$ cat src/rtl/bist_data_gen_pkg.sv
// Shared widths, background/state encodings and the background pattern
// function used by the PMBIST address/data generator.
package bist_data_gen_pkg;

    localparam int DATA_WIDTH = 8;
    localparam int ADDR_WIDTH = 4;

    typedef enum logic [1:0] {
        BG_SOLID = 2'b00,
        BG_CHK   = 2'b01,
        BG_ROW   = 2'b10,
        BG_COL   = 2'b11
    } bg_sel_t;

    typedef enum logic {
        ST_IDLE = 1'b0,
        ST_RUN  = 1'b1
    } state_t;

    // Only the address LSB matters for every background we support.
    function automatic logic [DATA_WIDTH-1:0] pat(input bg_sel_t bg_sel,
                                                  input logic    addr_lsb,
                                                  input logic    inv);
        logic [DATA_WIDTH-1:0] chk;
        logic [DATA_WIDTH-1:0] bg;
        for (int i = 0; i < DATA_WIDTH; i++) begin
            chk[i] = ((i % 2) == 0);
        end
        case (bg_sel)
            BG_SOLID: bg = '0;
            BG_CHK:   bg = chk ^ {DATA_WIDTH{addr_lsb}};
            BG_ROW:   bg = {DATA_WIDTH{addr_lsb}};
            default:  bg = chk;
        endcase
        return bg ^ {DATA_WIDTH{inv}};
    endfunction

endpackage

$ cat src/rtl/bist_exp_pipe.sv
// Delay line that carries expected read data so it arrives at the
// comparator in the same cycle as the memory's read data.
module bist_exp_pipe #(
    parameter int DW     = 8,
    parameter int RD_LAT = 1
) (
    input  logic          clk,
    input  logic          rst,
    input  logic          in_valid,
    input  logic [DW-1:0] in_data,
    output logic          out_valid,
    output logic [DW-1:0] out_data
);

    logic [RD_LAT-1:0] valid_sr;
    logic [DW-1:0]     data_sr [RD_LAT];

    always_ff @(posedge clk) begin
        if (rst) begin
            valid_sr <= '0;
            for (int i = 0; i < RD_LAT; i++) begin
                data_sr[i] <= '0;
            end
        end else begin
            valid_sr[0] <= in_valid;
            data_sr[0]  <= in_data;
            for (int i = 1; i < RD_LAT; i++) begin
                valid_sr[i] <= valid_sr[i-1];
                data_sr[i]  <= data_sr[i-1];
            end
        end
    end

    assign out_valid = valid_sr[RD_LAT-1];
    assign out_data  = data_sr[RD_LAT-1];

endmodule

$ cat src/rtl/bist_data_gen.sv
// Address/data source for one march element: walks the address range,
// drives the memory port and produces latency-aligned expected read data.
module bist_data_gen
    import bist_data_gen_pkg::*;
#(
    parameter int DW     = DATA_WIDTH,
    parameter int AW     = ADDR_WIDTH,
    parameter int RD_LAT = 1
) (
    input  logic          clk,
    input  logic          rst,
    input  logic          start,
    input  logic          dir,
    input  logic [1:0]    bg_sel,
    input  logic          op_valid,
    input  logic          op_wr,
    input  logic          op_inv,
    input  logic          last_op,
    output logic [AW-1:0] mem_addr,
    output logic          mem_we,
    output logic          mem_re,
    output logic [DW-1:0] mem_wdata,
    output logic [DW-1:0] exp_data,
    output logic          exp_valid,
    output logic          busy,
    output logic          elem_done
);

    state_t        state;
    state_t        state_next;
    logic [AW-1:0] addr;
    logic          dir_q;
    logic          accept;
    logic          at_final;
    logic          finish;

    always_ff @(posedge clk) begin
        if (rst) begin
            state <= ST_IDLE;
        end else begin
            state <= state_next;
        end
    end

    always_comb begin
        state_next = state;
        case (state)
            ST_IDLE: if (start) state_next = ST_RUN;
            ST_RUN: begin
                if (start) begin
                    state_next = ST_RUN;
                end else if (finish) begin
                    state_next = ST_IDLE;
                end
            end
            default: state_next = ST_IDLE;
        endcase
    end

    // start has priority over an op presented in the same cycle.
    always_comb begin
        accept   = (state == ST_RUN) && op_valid && !start;
        at_final = dir_q ? (addr == '0) : (addr == '1);
        finish   = accept && last_op && at_final;
    end

    assign busy = (state == ST_RUN);

    always_ff @(posedge clk) begin
        if (rst) begin
            addr      <= '0;
            dir_q     <= 1'b0;
            mem_addr  <= '0;
            mem_we    <= 1'b0;
            mem_re    <= 1'b0;
            mem_wdata <= '0;
            elem_done <= 1'b0;
        end else begin
            mem_we    <= accept && op_wr;
            mem_re    <= accept && !op_wr;
            elem_done <= finish;
            if (start) begin
                dir_q <= dir;
                addr  <= dir ? '1 : '0;
            end else if (accept && last_op && !at_final) begin
                addr <= dir_q ? addr - 1'b1 : addr + 1'b1;
            end
            if (accept) begin
                mem_addr  <= addr;
                mem_wdata <= pat(bg_sel_t'(bg_sel), addr[0], op_inv);
            end
        end
    end

    // Read data is captured alongside mem_re, so the pipe only adds RD_LAT.
    bist_exp_pipe #(
        .DW     (DW),
        .RD_LAT (RD_LAT)
    ) u_exp_pipe (
        .clk       (clk),
        .rst       (rst),
        .in_valid  (mem_re),
        .in_data   (mem_wdata),
        .out_valid (exp_valid),
        .out_data  (exp_data)
    );

endmodule

$ cat config.mk
export PLATFORM = sky130hd
export DESIGN_NAME = bist_data_gen
export DESIGN_NICKNAME = d
export VERILOG_FILES = /design/src/rtl/bist_data_gen_pkg.sv /design/src/rtl/bist_exp_pipe.sv /design/src/rtl/bist_data_gen.sv
export SDC_FILE = /design/constraint.sdc
export NUM_CORES = 1
export LEC_CHECK = 0
export CAP_MARGIN = 15
export CORE_MARGIN = 2
export CORE_UTILIZATION = 45
export CTS_CLUSTER_SIZE = 16
export DETAILED_ROUTE_END_ITERATION = 6
export PLACE_DENSITY = 0.82
export SLEW_MARGIN = 15
export SYNTH_ARGS = -nofsm -noshare
export SYNTH_HDL_FRONTEND = slang
export SYNTH_SLANG_ARGS = --single-unit
$ cat constraint.sdc
create_clock -name clk -period 3.85 [get_ports clk]
set_input_delay 0.77 -clock clk [delete_from_list [all_inputs] [get_ports clk]]
set_output_delay 0.77 -clock clk [all_outputs]
set_load 0.01 [all_outputs]
==> reports/results.tsv <==
stage	metric	value	unit
yosys	xor/xnor cell area share of the yosys netlist	0.05683	
critical_path	CP arrival	2.46	ns
grt	gr ovfl total	0	
pwr	Leakage	0.4263	nW
yosys	Mean Syn Cell Area	8.806	µm²
sta	post-route worst setup slack	1.603	ns
yosys	Synth Cell Area	924.6	µm²
yosys	Synthesis Warnings	0	
clocking	CTS root buffer	clkbuf_4	
clocking	clk buf depth	2	
floorplanning	Initial Utilization	0.4762	
outcome	status	completed	
route	routed vias/inst	5.296	
sta	Final Cycle Share	0.5837	
critical_path	CP Capture Type	flip-flop	
critical_path	WS Path Type	in2reg	
placed_design	Post-DP HPWL	1526	µm
sta	fin. max-slew vios	0	
clocking	Clock transition at path regs	0.10	ns
clocking	Post-CTS Hold Buffers	0	
critical_path	WP data required	4.06	ns
critical_path	CP startpoint kind	primary input	
yosys	post-synthesis sequential area ratio	0.3897	
grt	largest net degree at the start of global routing	20	
sta	worst slew pin tran	0.6405	ns
grt	vias in the first global route	756	
sta	TNS Setup	0	ns
yosys	simple-gate share of the synthesized area	0.1894	
grt	gr usage total	0.1765	
sta	Fin Clk Skew	0.006611	ns
clocking	CTS tree	done	
placed_design	placer's final routability congestion estimate	0.8059	
sta	Min Clock Period, post-route	2.247	ns
yosys	largest cells by area after synthesis	dfxtp_1, buf_4, nand2_1, xnor2_1, a21oi_1	
sta	Slew headroom	0.5717	
clocking	CTS Buf Count	3	
floorplanning	Core Region	1942	µm²
floorplanning	die area	2433	µm²
route	initial DRC count	14	
route	Detail Route Antenna Nets	0	
finish	Final #Nets	140	
finish	FF/Latch Area	360.3	µm²
sta	Final Setup Violations	0	
yosys	Compound-Gate Fraction of Synth Area	0.1299	
floorplanning	num rows	16	
yosys	Synth Area in Adders	0.04871	
finish	post-layout util	0.6198	
clocking	post-cts sizing count	0	
run	# Max-Cap Violations	0	
placed_design	Placement Setup Slack	1.322	ns
floorplanning	Ports	35	
yosys	Synth area leader	dfxtp_1	
sta	Final Hold Vio Count	0	
finish	fraction of layout cells with a size suffix above 1	0.04000	
pwr	VDD IR-drop max	0.0002080	V
clocking	setup bufs post-CTS	0	
sta	unrepaired setup endpoints after global routing	false	
clocking	clock latency on the worst-skew pair	0.29	ns
route	# DRC	0	
yosys	Synth cell types	29	
yosys	post-synthesis mux area share	0.03789	
yosys	Synth Instances	105	
pwr	Pwr Density	297.4	nW/µm²
grt	global-route wire length before repair	3318	µm
yosys	Synth top area share	0.3897	
yosys	largest family of logic cells by synthesized area	simple AND/OR/NAND/NOR gates	
placed_design	port bufs	34	
finish	Fill cells	186	
route	Post-Route WL	1952	µm
min_path	type of the worst min-delay path	reg2reg	
finish	Multi-input gate area	427.9	µm²
floorplanning	Die H	49.33	µm
finish	antenna cells	0	
sta	fmax	0.4450	GHz
critical_path	Max FO, Critical Path	10	
floorplanning	Die Wd	49.33	µm
route	average wire per standard cell	12.84	µm
route	First-pass DRT Iterations	4	
clocking	CTS H-tree lvls	1	
clocking	Num Clock Sinks	18	
yosys	syn nets	118	
yosys	FF+latch count, synth	18	
finish	Layout area overhead	30.18	%
grt	antenna violations before repair	0	
route	vias	805	
==> through the flow <==
step           power [mW]  hold WS, ns  area [µm²]  cells
2_1_floorplan      0.2470       0.4743       924.6    105
3_3_place_gp       0.2700       0.4452        1181    149
3_5_place_dp       0.2723       0.4485        1181    149
4_1_cts            0.3606       0.4612        1204    152
5_1_grt            0.3768       0.4924        1204    152
6_report           0.3580       0.4591        1204    152
==> per-layer routing <==
| metal | wire (µm) | global-route usage |
|---|---|---|
| met1 | 751 | 0.1733 |
| met2 | 995 | 0.3423 |
| met3 | 173 | 0.04601 |
| met4 | 31 | 0.07143 |
| met5 | 0 | 0 |
==> report_power, final <==
group	switching, mW	internal [mW]	total (mW)
logic	0.0293	0.0366	0.0659
clock network	0.0536	0.0363	0.0899
registers	0.00943	0.193	0.202
total	0.0923	0.266	0.358
==> layout by cell type, fill, tap and decap left out <==
master           instances
clkbuf_4                 3
a211oi_1                 3
nand2_1                 16
nand4b_1                 1
inv_1                    5
xnor2_1                  6
and3b_1                  1
nor3_1                   4
or3_1                    1
clkdlybuf4s50_1         34
dfxtp_1                 18
nor3b_1                  1
nor2_1                   5
or4b_4                   1
o221ai_1                 1
a21o_1                   1
o21bai_1                 1
a2111o_1                 1
mux2_4                   1
fa_1                     1
nor2b_1                  4
and2_1                   1
ha_1                     2
a21oi_1                  8
mux2i_1                  2
o21ai_0                  1
a311oi_1                 2
==> final cells by class <==
type	instances	area share
Multi-Input combinational cell	65	0.3555
Timing Repair Buffer	34	0.2827
Clock buffer	3	0.01871
Tap cell	27	0.02807
Sequential cell	18	0.2994
Inverter	5	0.01559
==> cell families after synthesis <==
family          after synthesis
compound gates               18
xor+xnor                      6
fa+ha+maj                     3
buf+inv                      22
flops                        18
mux                           3
simple gates                 35
==> worst paths after layout <==
check,start,end,slack (ns),cells after the start
hold / removal,mem_addr[0],mem_addr[0],0.46,2
setup reg to reg,dir_q,addr[1],2.06,4
hold reg to reg,mem_addr[0],mem_addr[0],0.46,2
setup / recovery,start,addr[1],1.60,5
==> sequential cells by signal, summed over array words and instances, names as in the netlist <==
signal	cells
elem_done	1
u_exp_pipe.out_valid	1
addr	4
dir_q	1
mem_addr	4
busy	1
mem_wdata	2
mem_we	1
u_exp_pipe.data_sr	2
mem_re	1
==> synthesized netlist by cell type (all sizes together) <==
cell type / number
dfxtp: 18
nand2: 16
buf: 14
a21oi: 8
xnor2: 6
inv: 5
nor2: 5
nor2b: 4
nor3: 4
a211oi: 3
clkbuf: 3
a311oi: 2
ha: 2
mux2i: 2
a2111o: 1
a21o: 1
and2: 1
and3b: 1
fa: 1
mux2: 1
nand4b: 1
nor3b: 1
o21ai: 1
o21bai: 1
o221ai: 1
or3: 1
or4b: 1
==> worst max-delay path, stage by stage <==
cell and delay [ns]:
clkdlybuf4s50_1 0.67, and3b_1 0.31, and2_1 0.23, a2111o_1 0.41, o221ai_1 0.07
Power figures use the tool's default switching activity.
